[src/rtl/ws2812_pkg.sv]
// Shared types and helpers for the WS2812 SPI frame writer.
// Holds the parser state encoding and default command bytes.
package ws2812_pkg;

    typedef enum logic [1:0] {
        S_CMD,
        S_ADDR,
        S_DATA,
        S_DISCARD
    } state_t;

    localparam logic [7:0] CMD_WRITE_DEF   = 8'h01;
    localparam logic [7:0] CMD_REFRESH_DEF = 8'h02;

    function automatic logic [3:0] lane_to_ben(input logic [1:0] lane);
        return 4'b0001 << lane;
    endfunction

endpackage

[src/rtl/ws2812_spi_frame_writer_if.sv]
// SPI byte stream in, pixel RAM write port and refresh control out.
// The writer uses the slave side; the byte source uses the master side.
interface ws2812_spi_frame_writer_if #(
    parameter int unsigned ADDR_W = 6
);
    logic              cs_n_in;
    logic              byte_valid_in;
    logic [7:0]        byte_data_in;
    logic              busy_in;
    logic [7:0]        spi_data_out;
    logic [3:0]        byte_en_out;
    logic [ADDR_W-1:0] wraddress_out;
    logic              wren_out;
    logic              read_en_out;
    logic              frame_err_out;

    modport slave (
        input  cs_n_in, byte_valid_in, byte_data_in, busy_in,
        output spi_data_out, byte_en_out, wraddress_out,
        output wren_out, read_en_out, frame_err_out
    );

    modport master (
        output cs_n_in, byte_valid_in, byte_data_in, busy_in,
        input  spi_data_out, byte_en_out, wraddress_out,
        input  wren_out, read_en_out, frame_err_out
    );
endinterface

[src/rtl/ws2812_refresh_req.sv]
// Holds a refresh request until the transmitter is idle and no RAM
// write is being issued, then emits a single read_en pulse.
module ws2812_refresh_req (
    input  logic clk_in,
    input  logic rst_in,
    input  logic req_i,
    input  logic busy_i,
    input  logic wr_next_i,
    output logic read_en_o
);

    logic pending_q, pending_d;
    logic read_en_q, read_en_d;
    logic fire;

    always_comb begin
        fire      = pending_q && !busy_i && !wr_next_i;
        read_en_d = fire;
        pending_d = pending_q;
        if (fire) pending_d = 1'b0;
        if (req_i) pending_d = 1'b1;
    end

    always_ff @(posedge clk_in) begin
        if (rst_in) begin
            pending_q <= 1'b0;
            read_en_q <= 1'b0;
        end else begin
            pending_q <= pending_d;
            read_en_q <= read_en_d;
        end
    end

    assign read_en_o = read_en_q;

endmodule

[src/rtl/ws2812_spi_frame_writer.sv]
// Parses framed SPI bytes into pixel RAM byte-lane writes and
// refresh requests for the WS2812 transmitter.
module ws2812_spi_frame_writer
    import ws2812_pkg::*;
#(
    parameter int unsigned ADDR_W      = 6,
    parameter int unsigned BPP         = 3,
    parameter logic [7:0]  CMD_WRITE   = CMD_WRITE_DEF,
    parameter logic [7:0]  CMD_REFRESH = CMD_REFRESH_DEF
) (
    input logic                      clk_in,
    input logic                      rst_in,
    ws2812_spi_frame_writer_if.slave bus
);

    localparam logic [1:0] LANE_LAST = 2'(BPP - 1);

    state_t            state_q, state_d;
    logic [ADDR_W-1:0] ptr_q, ptr_d;
    logic [1:0]        lane_q, lane_d;
    logic              armed_q, armed_d;
    logic              wren_q, wren_d;
    logic [7:0]        data_q, data_d;
    logic [3:0]        ben_q, ben_d;
    logic [ADDR_W-1:0] addr_q, addr_d;
    logic              err_q, err_d;
    logic              refresh_req;

    always_comb begin
        state_d     = state_q;
        ptr_d       = ptr_q;
        lane_d      = lane_q;
        armed_d     = armed_q | bus.cs_n_in;
        wren_d      = 1'b0;
        data_d      = data_q;
        ben_d       = ben_q;
        addr_d      = addr_q;
        err_d       = 1'b0;
        refresh_req = 1'b0;
        // Frame boundary wins over any byte strobe in the same cycle
        if (bus.cs_n_in) begin
            state_d = S_CMD;
            err_d   = (state_q == S_DATA) && (lane_q != 2'd0);
        end else if (bus.byte_valid_in) begin
            unique case (state_q)
                S_CMD: begin
                    if (armed_q) begin
                        unique case (1'b1)
                            (bus.byte_data_in == CMD_WRITE): state_d = S_ADDR;
                            (bus.byte_data_in == CMD_REFRESH): begin
                                refresh_req = 1'b1;
                                state_d     = S_DISCARD;
                            end
                            default: begin
                                err_d   = 1'b1;
                                state_d = S_DISCARD;
                            end
                        endcase
                    end
                end
                S_ADDR: begin
                    ptr_d   = bus.byte_data_in[ADDR_W-1:0];
                    lane_d  = 2'd0;
                    state_d = S_DATA;
                end
                S_DATA: begin
                    wren_d = 1'b1;
                    data_d = bus.byte_data_in;
                    ben_d  = lane_to_ben(lane_q);
                    addr_d = ptr_q;
                    if (lane_q == LANE_LAST) begin
                        lane_d = 2'd0;
                        ptr_d  = ptr_q + 1'b1;
                    end else begin
                        lane_d = lane_q + 2'd1;
                    end
                end
                default: state_d = state_q;
            endcase
        end
    end

    always_ff @(posedge clk_in) begin
        if (rst_in) begin
            state_q <= S_CMD;
            ptr_q   <= '0;
            lane_q  <= 2'd0;
            armed_q <= 1'b0;
            wren_q  <= 1'b0;
            data_q  <= 8'd0;
            ben_q   <= 4'd0;
            addr_q  <= '0;
            err_q   <= 1'b0;
        end else begin
            state_q <= state_d;
            ptr_q   <= ptr_d;
            lane_q  <= lane_d;
            armed_q <= armed_d;
            wren_q  <= wren_d;
            data_q  <= data_d;
            ben_q   <= ben_d;
            addr_q  <= addr_d;
            err_q   <= err_d;
        end
    end

    ws2812_refresh_req u_refresh (
        .clk_in    (clk_in),
        .rst_in    (rst_in),
        .req_i     (refresh_req),
        .busy_i    (bus.busy_in),
        .wr_next_i (wren_d),
        .read_en_o (bus.read_en_out)
    );

    assign bus.wren_out      = wren_q;
    assign bus.spi_data_out  = data_q;
    assign bus.byte_en_out   = ben_q;
    assign bus.wraddress_out = addr_q;
    assign bus.frame_err_out = err_q;

endmodule

[src/flat_wrapper.sv]
// flat-port wrapper written by rule: the top's interface ports become plain ports
module ws2812_spi_frame_writer_flat import ws2812_pkg::*;
#(
    parameter int unsigned ADDR_W      = 6,
    parameter int unsigned BPP         = 3,
    parameter logic [7:0]  CMD_WRITE   = CMD_WRITE_DEF,
    parameter logic [7:0]  CMD_REFRESH = CMD_REFRESH_DEF
)
  (clk_in, rst_in, bus_cs_n_in, bus_byte_valid_in, bus_byte_data_in, bus_busy_in, bus_spi_data_out, bus_byte_en_out, bus_wraddress_out, bus_wren_out, bus_read_en_out, bus_frame_err_out);
  ws2812_spi_frame_writer_if #(.ADDR_W(ADDR_W)) bus_i ();
  input logic clk_in;
  input logic rst_in;
  input wire logic [$bits(bus_i.cs_n_in)-1:0] bus_cs_n_in;
  input wire logic [$bits(bus_i.byte_valid_in)-1:0] bus_byte_valid_in;
  input wire logic [$bits(bus_i.byte_data_in)-1:0] bus_byte_data_in;
  input wire logic [$bits(bus_i.busy_in)-1:0] bus_busy_in;
  output wire logic [$bits(bus_i.spi_data_out)-1:0] bus_spi_data_out;
  output wire logic [$bits(bus_i.byte_en_out)-1:0] bus_byte_en_out;
  output wire logic [$bits(bus_i.wraddress_out)-1:0] bus_wraddress_out;
  output wire logic [$bits(bus_i.wren_out)-1:0] bus_wren_out;
  output wire logic [$bits(bus_i.read_en_out)-1:0] bus_read_en_out;
  output wire logic [$bits(bus_i.frame_err_out)-1:0] bus_frame_err_out;
  assign bus_i.cs_n_in = bus_cs_n_in;
  assign bus_i.byte_valid_in = bus_byte_valid_in;
  assign bus_i.byte_data_in = bus_byte_data_in;
  assign bus_i.busy_in = bus_busy_in;
  assign bus_spi_data_out = bus_i.spi_data_out;
  assign bus_byte_en_out = bus_i.byte_en_out;
  assign bus_wraddress_out = bus_i.wraddress_out;
  assign bus_wren_out = bus_i.wren_out;
  assign bus_read_en_out = bus_i.read_en_out;
  assign bus_frame_err_out = bus_i.frame_err_out;
  ws2812_spi_frame_writer #(.ADDR_W(ADDR_W), .BPP(BPP), .CMD_WRITE(CMD_WRITE), .CMD_REFRESH(CMD_REFRESH)) u_core (.clk_in(clk_in), .rst_in(rst_in), .bus(bus_i));
endmodule
[config.mk]
export PLATFORM = sky130hd
export DESIGN_NAME = ws2812_spi_frame_writer_flat
export DESIGN_NICKNAME = d
export VERILOG_FILES = /design/src/rtl/ws2812_pkg.sv /design/src/rtl/ws2812_spi_frame_writer_if.sv /design/src/rtl/ws2812_refresh_req.sv /design/src/rtl/ws2812_spi_frame_writer.sv /design/src/flat_wrapper.sv
export SDC_FILE = /design/constraint.sdc
export NUM_CORES = 1
export LEC_CHECK = 0
export ABC_CLOCK_PERIOD_IN_PS = 2000
export CAP_MARGIN = 20
export CORE_UTILIZATION = 30
export DETAILED_ROUTE_END_ITERATION = 8
export SYNTH_ARGS = -nofsm -noshare
export SYNTH_HDL_FRONTEND = slang
export SYNTH_SLANG_ARGS = --single-unit
[constraint.sdc]
create_clock -name clk_in -period 2 [get_ports clk_in]
set_clock_uncertainty 0.05 [all_clocks]
set_input_delay 0.2 -clock clk_in [delete_from_list [all_inputs] [get_ports clk_in]]
set_output_delay 0.2 -clock clk_in [all_outputs]
set_load 0.01 [all_outputs]
# After elaboration in Yosys (flattened, before gate mapping)
# Cells that the tools add are included.
# totals
register_bits,33
input_bits,13
output_inout_bits,21
wordCells,61
# classes
n_addsub,2
n_eq_ne,7
shift,1
n_mux,22
bitwise_logic,2
n_reduce_logical,16
# op_table
cell,n
two-way mux 1 bit,15
case mux 6 bit (2 select lines),1
AND reduction 3 bit,3
"== test 8 x 1 -> 1 bit, second input constant",1
"== test 8 x 2 -> 1 bit, second input constant",1
case mux 2 bit (2 select lines),2
nonzero test 2 bit,4
"adder 6 x 1 -> 6 bit, second input constant",1
two-way mux 2 bit,3
two-way mux 6 bit,1
"== test 2 bit, second input constant",2
AND reduction 4 bit,1
OR reduction 2 bit,2
"left shift 1 x 2 -> 4 bit, first input constant",1
logical AND 1 bit,3
"adder 2 x 1 -> 2 bit, second input constant",1
"== test 2 x 1 -> 1 bit, second input constant",1
logical NOT 1 bit,2
logical NOT 2 bit,1
"!= test 2 x 1 -> 1 bit, second input constant",1
"!= test 2 bit, second input constant",1
NOT 1 bit,1
bitwise OR 1 bit,1

# Depth between registers and ports, before layout
# Gate-level depths: netlist of the first run.
# logic_depth
ltp_word,8
depth_mapped,7
ltp_nobuf,6

# Cells and area by module
# A second synthesis of the first run with hierarchy kept.
# hier_totals
cells_unflattened,171
area_unflattened_um2,1446.4
# modules_own_cells
mod,n_inst,cells_per_inst,area_each_um2,seq_area_each_um2
ws2812_spi_frame_writer,1,165,1377.6,620.6
ws2812_refresh_req,1,6,68.8,40.0

# Least setup slack after synthesis of the first run
# OpenSTA, ideal clock, no wires.
# synth_path
kind,register to register
startpoint,register u_core.state_q[0]
endpoint,register u_core.ptr_q[4]
setup_ns,0.135
arrival_ns,1.242
t_required_ns,1.815
path_slack_ns,0.572
stages_incl_launch_ff,7
path_buffers,0
synth_period_minus_slack_ns,1.428
cell_sequence,dfxtp_1 inv_1 ha_1 and3b_1 o21a_4 a21oi_1 a211oi_1
# synth_between
elab_chain_cells,3
elab_cells_between_ends,6
classes_between,eq/ne (3); mux (1); reduce/logical (2)
# synth_lines
item,line_no,text
from (decl),ws2812_spi_frame_writer.sv:18,"state_t state_q, state_d;"
from (signal assigned),ws2812_spi_frame_writer.sv:95,state_q <= state_d;
== test 2 bit or == test 2 x 1 -> 1 bit (tied branches),ws2812_spi_frame_writer.sv:45,unique case (state_q)
!= test 2 bit (no line) or nonzero test 2 bit (tied branches),--,
AND reduction 4 bit (no line),--,
to (signal assigned),ws2812_spi_frame_writer.sv:96,ptr_q <= ptr_d;
to (decl),ws2812_spi_frame_writer.sv:19,"logic [ADDR_W-1:0] ptr_q, ptr_d;"
# Several ways; a longest one is shown, not always the timed one.
# A chain may end at the register's enable or synchronous reset.

# Worst setup path after layout of the first run
# layout_path
startpoint,register u_core.state_q[0]
endpoint,register u_core.ptr_q[0]
# Same word-level chain as after synthesis.

==> run_results.csv, run 1 <==
group,metric,value,unit
place,port_buffers,33,
clocking,post_cts_resized,0,
synth,synthFlopType,"dfxtp_1",
place,dpl.hpwl,2270,microns
synth,syn_area,0.00145,sq mm
detailed_routing,vias,1266,
worst_setup_path,crit_path_end_kind,"register",
sta,tightest_slew,0.385,ns
detailed_routing,drtPass1Iterations,4,
final_layout,seq_area,661,sq um
detailed_routing,post-route-drc-count,0,
final_layout,final_nets,229,
worst_hold_path,min_from,"u_core.bus.spi_data_out[4]",
floorplanning,fp.dieW,71.6,microns
power,p_seq_frac,0.532,
clocking,cts_setup_buffers,0,
clocking,cts_tree,"built",
final_layout,antennaDiodeCount,0,
floorplanning,row_count,24,
floorplanning,die_area,0.00512,sq mm
run_status,status,"complete, no violations",
power,finalPower,1.25,mW
clocking,cts_htree_levels,2,
synth,synth_xor_area_frac,0.00603,
power,p_leak,0.652,nW
final_layout,layout_common_cells,"38 x nand2_1, 33 x clkdlybuf4s50_1, 33 x dfxtp_1",
floorplanning,io_pins,34,
power,vdd_drop_max,0.000348,V
final_layout,multi_input_area,727,sq um
worst_setup_path,critical_path_class,"reg2reg",
power,combPwrFrac,0.074,
worst_setup_path,rrSetupSlack,0.29,ns
final_layout,layout_commonest_cell,"nand2_1",
worst_setup_path,cp_top_family,"compound AO/OA/AOI/OAI gates",
global_routing,grt_pass1_wl,5450,microns
sta,post-route-period-util,0.857,
synth,synth-seq-cells,33,
synth,synthCells,176,
final_layout,drive_gt1_frac,0.0755,
synth,avgSynthCellArea,8.25,sq um
synth,ys_types,38,
sta,final_hold_viol_count,0,
global_routing,antenna_found_initial,0,
global_routing,grt_pass1_vias,1207,
synth,yosysSeqAreaShare,0.455,
clocking,clockBufferDepth,2,
synth,synth-warning-count,0,
worst_setup_path,start_kind,"register",
worst_setup_path,arrival,1.86,ns
detailed_routing,finalWirelength,3180,microns
worst_setup_path,critPathBufInv,1,
place,place_congestion,0.836,
synth,syn_nets,193,
detailed_routing,ant_nets,0,
clocking,clk_pin_slew,0.06,ns
synth,synth_compound_area_frac,0.197,
detailed_routing,via_per_inst,4.80,
worst_setup_path,cpMaxStageDelayCell,"ha_1",
worst_setup_path,path_cells,"inv_1 -> ha_1 -> and3b_1 -> o21a_4 -> o21ai_2 -> a221oi_2",
worst_hold_path,hp-class,"reg2reg",
worst_setup_path,timing.rr.start,"u_core.state_q[0]",
final_layout,syn2layout_area_growth,32.4,%
sta,period_minus_slack,1.71,ns
power,switching_share,0.217,
clocking,ctsRootBufferMaster,"clkbuf_8",
place,place_area,0.00184,sq mm
final_layout,post-route-cell-area,0.00192,sq mm
power,intPower,0.982,mW
synth,synth_adder_area_share,0.0345,
worst_hold_path,hold_path_depth,2,
worst_hold_path,holdPathEnd,"u_core.bus.spi_data_out[4]",
synth,synthSimpleGateAreaFrac,0.250,
worst_setup_path,crit_path_max_incr_delay,0.39,ns
synth,synth-edff-count,0,
detailed_routing,wl_per_cell,12.0,microns
power,p_clk_frac,0.394,
floorplanning,core_area,0.00450,sq mm
floorplanning,die_y,71.6,microns
global_routing,grt_max_degree,19,
worst_setup_path,cp_max_fo,13,
power,powerDensity,653,mW/mm^2
synth,synth_mux_area_frac,0.0138,
worst_setup_path,reg2reg_to,"u_core.ptr_q[0]",
sta,setup_viol,0,
synth,synth_top_family_by_area,"simple AND/OR/NAND/NOR gates",
sta,max_freq,584,MHz
sta,fin_setup_tns,0,ns
worst_setup_path,ff2ff_path_depth,6,
global_routing,grtUsageTotal,0.137,
sta,rsz0062_at_grt,"no",
detailed_routing,drt_iter0_drc,58,
synth,async_flop_share,0,
clocking,cts_hold_buffers,0,
sta,drv_slew,0,
worst_setup_path,cp.required,2.15,ns
clocking,clkLatencyLatePin,0.28,ns
global_routing,gr-total-overflow,0,
floorplanning,initial_utilization,0.322,
final_layout,fill_cells,483,
run,maxCapViolations,0,
power,power.switching,0.272,mW
clocking,cts_buffers,5,
sta,slew_headroom,0.743,
clocking,clock_sinks,33,
==> power groups by stage <==
stage	logic (mW)	registers, mW	clock network [mW]
5_1_grt	0.103	0.667	0.551
4_1_cts	0.0935	0.667	0.515
2_1_floorplan	0.0450	0.682	0
6_report	0.0924	0.667	0.495
3_5_place_dp	0.0932	0.682	0
3_3_place_gp	0.0934	0.682	0
==> state kept, by name, summed over array words and instances (netlist names) <==
name and count:
u_core.state_q 2, u_core.bus.frame_err_out 1, u_core.bus.wraddress_out 6, u_core.bus.byte_en_out 4, u_core.bus.wren_out 1, u_core.u_refresh.pending_q 1
u_core.ptr_q 6, u_core.u_refresh.read_en_o 1, u_core.lane_q 2, u_core.armed_q 1, u_core.bus.spi_data_out 8
==> kinds of logic after synthesis <==
kind of cell,count (synthesis)
muxes,2
and+or+nand+nor,77
AOI/OAI and AO/OA,46
DFF,33
buffers and inverters,13
xor gates and xnor gates,1
adders and majority gates,4
==> cells in the mapped netlist (2+ instances only) <==
cell       number  area (sq um)
inv_1           4          15.0
dfxtp_1        33           661
nor3_1          2          10.0
nand3_1         5          25.0
and3_1          3          18.8
a211oi_1        2          15.0
nor2b_1         3          18.8
o21ai_0         6          30.0
nand2_1        38           143
buf_2           3          15.0
and2_1          2          12.5
a22oi_1         2          15.0
clkbuf_1        4          15.0
a2111oi_0       2          17.5
nor4b_1         2          17.5
ha_1            4          50.1
nor2_1         15          56.3
mux2i_1         2          20.0
a21oi_1        25           125
==> layer usage <==
metal / vias to the layer above / share of wire / track usage
met5: - / 0 / 0
met4: 0 / 0.0066 / 0.0523
met3: 2 / 0.037 / 0.0436
met2: 25 / 0.45 / 0.219
met1: 564 / 0.50 / 0.174
li1: 675 / - / -
==> tightest hold or removal path, delay by kind of cell, from the launching register on <==
kind / cells / cell delay, ns
and+or+nand+nor: 1 / 0.05
AOI/OAI and AO/OA: 1 / 0.05
DFF: 1 / 0.31
==> area by class of cell <==
type	instances	share of cell area
Clock buffer	7	0.0449
Inverter	4	0.00781
Multi-Input combinational cell	130	0.378
Sequential cell	33	0.344
Tap cell	52	0.0339
Timing Repair Buffer	38	0.191
==> metrics by stage <==
| step | hold slack [ns] | worst slack (ns) | std cells | util |
|---|---|---|---|---|
| floorplan | 0.227 | 0.572 | 176 | - |
| global placement | 0.392 | 0.337 | 257 | 0.408 |
| detailed placement | 0.396 | 0.286 | 257 | 0.408 |
| CTS | 0.405 | 0.270 | 264 | 0.427 |
| global route | 0.421 | 0.154 | 264 | 0.427 |
| finish | 0.403 | 0.287 | 264 | 0.427 |
==> worst max path at each step <==
stage | start | endpoint | slack [ns] | depth (start not counted)
floorplan | u_core.state_q[0] | u_core.ptr_q[4] | 0.57 | 6
global placement | bus_cs_n_in | u_core.bus.byte_en_out[3] | 0.34 | 6
detailed placement | u_core.state_q[0] | u_core.ptr_q[0] | 0.29 | 6
CTS | u_core.state_q[0] | u_core.ptr_q[0] | 0.27 | 6
global route | u_core.state_q[0] | u_core.ptr_q[5] | 0.15 | 6
finish | u_core.state_q[0] | u_core.ptr_q[0] | 0.29 | 6
Note: power is estimated with default switching activity, not from simulation.
==> inputs of run 2 (changes only) <==
--- a/config.mk
+++ b/config.mk
@@ -7,7 +7,7 @@
 export LEC_CHECK = 0
 export ABC_CLOCK_PERIOD_IN_PS = 2000
 export CAP_MARGIN = 20
-export CORE_UTILIZATION = 30
+export CORE_UTILIZATION = 25
 export DETAILED_ROUTE_END_ITERATION = 8
 export SYNTH_ARGS = -nofsm -noshare
 export SYNTH_HDL_FRONTEND = slang
==> run_results.csv, run 2 (synthesis results as in run 1) <==
group,metric,value,unit
run_status,status,"complete, no violations",
power,powerDensity,621,mW/mm^2
worst_setup_path,rrSetupSlack,0.33,ns
floorplanning,initial_utilization,0.262,
place,place_area,0.00187,sq mm
final_layout,syn2layout_area_growth,33.8,%
floorplanning,die_y,78.2,microns
sta,rsz0062_at_grt,"no",
sta,max_freq,598,MHz
global_routing,antenna_found_initial,0,
worst_setup_path,path_cells,"inv_1 -> ha_1 -> buf_4 -> inv_1 -> o41ai_1 -> nand2_1 -> a21oi_1",
sta,tightest_slew,0.512,ns
floorplanning,die_area,0.00611,sq mm
worst_setup_path,cpMaxStageDelayCell,"o41ai_1",
power,finalPower,1.21,mW
final_layout,layout_commonest_cell,"nand2_1",
worst_setup_path,critical_path.endpoint,"u_core.ptr_q[5]",
global_routing,grt_pass1_wl,5970,microns
sta,slew_headroom,0.657,
clocking,cts_buffers,5,
run,maxCapViolations,0,
place,place_inst,278,
place,dpl.hpwl,2490,microns
power,p_leak,0.653,nW
detailed_routing,finalWirelength,3240,microns
clocking,cts_htree_levels,2,
global_routing,gr-total-overflow,0,
floorplanning,fp.dieW,78.2,microns
clocking,cts_setup_buffers,0,
clocking,ctsRootBufferMaster,"clkbuf_8",
detailed_routing,drt_iter0_drc,88,
global_routing,grt_max_degree,15,
worst_setup_path,critical_path_class,"reg2reg",
worst_setup_path,crit_path_start,"u_core.state_q[0]",
power,vdd_drop_max,0.000263,V
worst_setup_path,arrival,1.83,ns
detailed_routing,via_per_inst,4.65,
clocking,clockBufferDepth,2,
detailed_routing,wl_per_cell,11.4,microns
final_layout,largest_reg_flops,8,
worst_setup_path,reg2reg_to,"u_core.ptr_q[5]",
detailed_routing,post-route-drc-count,0,
global_routing,grt_pass1_vias,1309,
final_layout,layout_common_cells,"38 x nand2_1, 33 x clkdlybuf4s50_1, 33 x dfxtp_1",
global_routing,grtUsageTotal,0.123,
sta,setup_ws,0.327,ns
sta,period_minus_slack,1.67,ns
sta,setup_viol,0,
detailed_routing,drtPass1Iterations,4,
worst_setup_path,timing.rr.start,"u_core.state_q[0]",
worst_setup_path,cp_max_fo,11,
clocking,cts_tree,"built",
clocking,clock_sinks,33,
sta,final_hold_viol_count,0,
final_layout,drive_gt1_frac,0.0802,
sta,post-route-period-util,0.837,
detailed_routing,ant_nets,0,
worst_setup_path,cp.required,2.15,ns
sta,fin_setup_tns,0,ns
final_layout,post-route-cell-area,0.00194,sq mm
worst_setup_path,ff2ff_path_depth,7,
clocking,post_cts_resized,0,
final_layout,antennaDiodeCount,0,
final_layout,instances_no_fill,284,
clocking,cts_hold_buffers,0,
final_layout,final_nets,230,
place,port_buffers,33,
final_layout,fill_cells,605,
worst_hold_path,hp-class,"reg2reg",
sta,drv_slew,0,
floorplanning,row_count,27,
place,place_congestion,0.800,
final_layout,post-route-util,0.350,
clocking,clk_pin_slew,0.06,ns
worst_setup_path,crit_path_max_incr_delay,0.34,ns
sta,holdWs,0.402,ns
worst_setup_path,timing.critical_path.mode_cell,"inv_1",
worst_setup_path,start_kind,"register",
place,pre_cts_ws,0.280,ns
detailed_routing,vias,1322,
floorplanning,core_area,0.00554,sq mm
floorplanning,io_pins,34,
clocking,clkLatencyLatePin,0.28,ns
worst_setup_path,crit_path_end_kind,"register",
==> run 2: worst min-delay path by stage <==
stage,startpoint,end,slack (ns),cells past startpoint
CTS,u_core.bus.spi_data_out[2],u_core.bus.spi_data_out[2],0.41,2
floorplan,bus_busy_in,u_core.u_refresh.read_en_o,0.23,1
global route,u_core.bus.wraddress_out[2],u_core.bus.wraddress_out[2],0.42,2
finish,u_core.bus.spi_data_out[5],u_core.bus.spi_data_out[5],0.40,2
detailed placement,u_core.bus.spi_data_out[2],u_core.bus.spi_data_out[2],0.40,2
global placement,u_core.bus.wraddress_out[2],u_core.bus.wraddress_out[2],0.40,2
==> run 2: area by class of cell <==
| cell class | instances | area [sq um] | area share |
|---|---|---|---|
| multi-input combinational | 130 | 727 | 0.374 |
| clock buffer | 5 | 68.8 | 0.0354 |
| inverter | 4 | 15.0 | 0.00773 |
| timing repair buffer | 39 | 375 | 0.193 |
| tap | 72 | 90.1 | 0.0464 |
| sequential | 33 | 661 | 0.340 |
| clock inverter | 1 | 5.00 | 0.00258 |
==> run 2: worst max-delay path, delay by kind of cell (launching register included) <==
kind                       cells  cell delay (ns)
AOI/OAI and AO/OA              2             0.46
adders and majority gates      1             0.26
buffers and inverters          3             0.42
DFF                            1             0.33
and+or+nand+nor                1             0.09
==> run 2: metal layers <==
metal	global-route usage	share of wire	vias to the layer above	wire length, microns
li1	-	-	678	-
met1	0.152	0.47	606	1520
met2	0.205	0.47	31	1520
met3	0.0326	0.051	7	164
met4	0.0444	0.013	0	42
met5	0	0	-	0
==> run 2: power by group <==
group          switching, mW  total (mW)  leakage, nW  internal [mW]
clock network          0.218       0.446       0.0399          0.228
registers            0.00413       0.667        0.266          0.663
logic                 0.0465      0.0932        0.347         0.0467
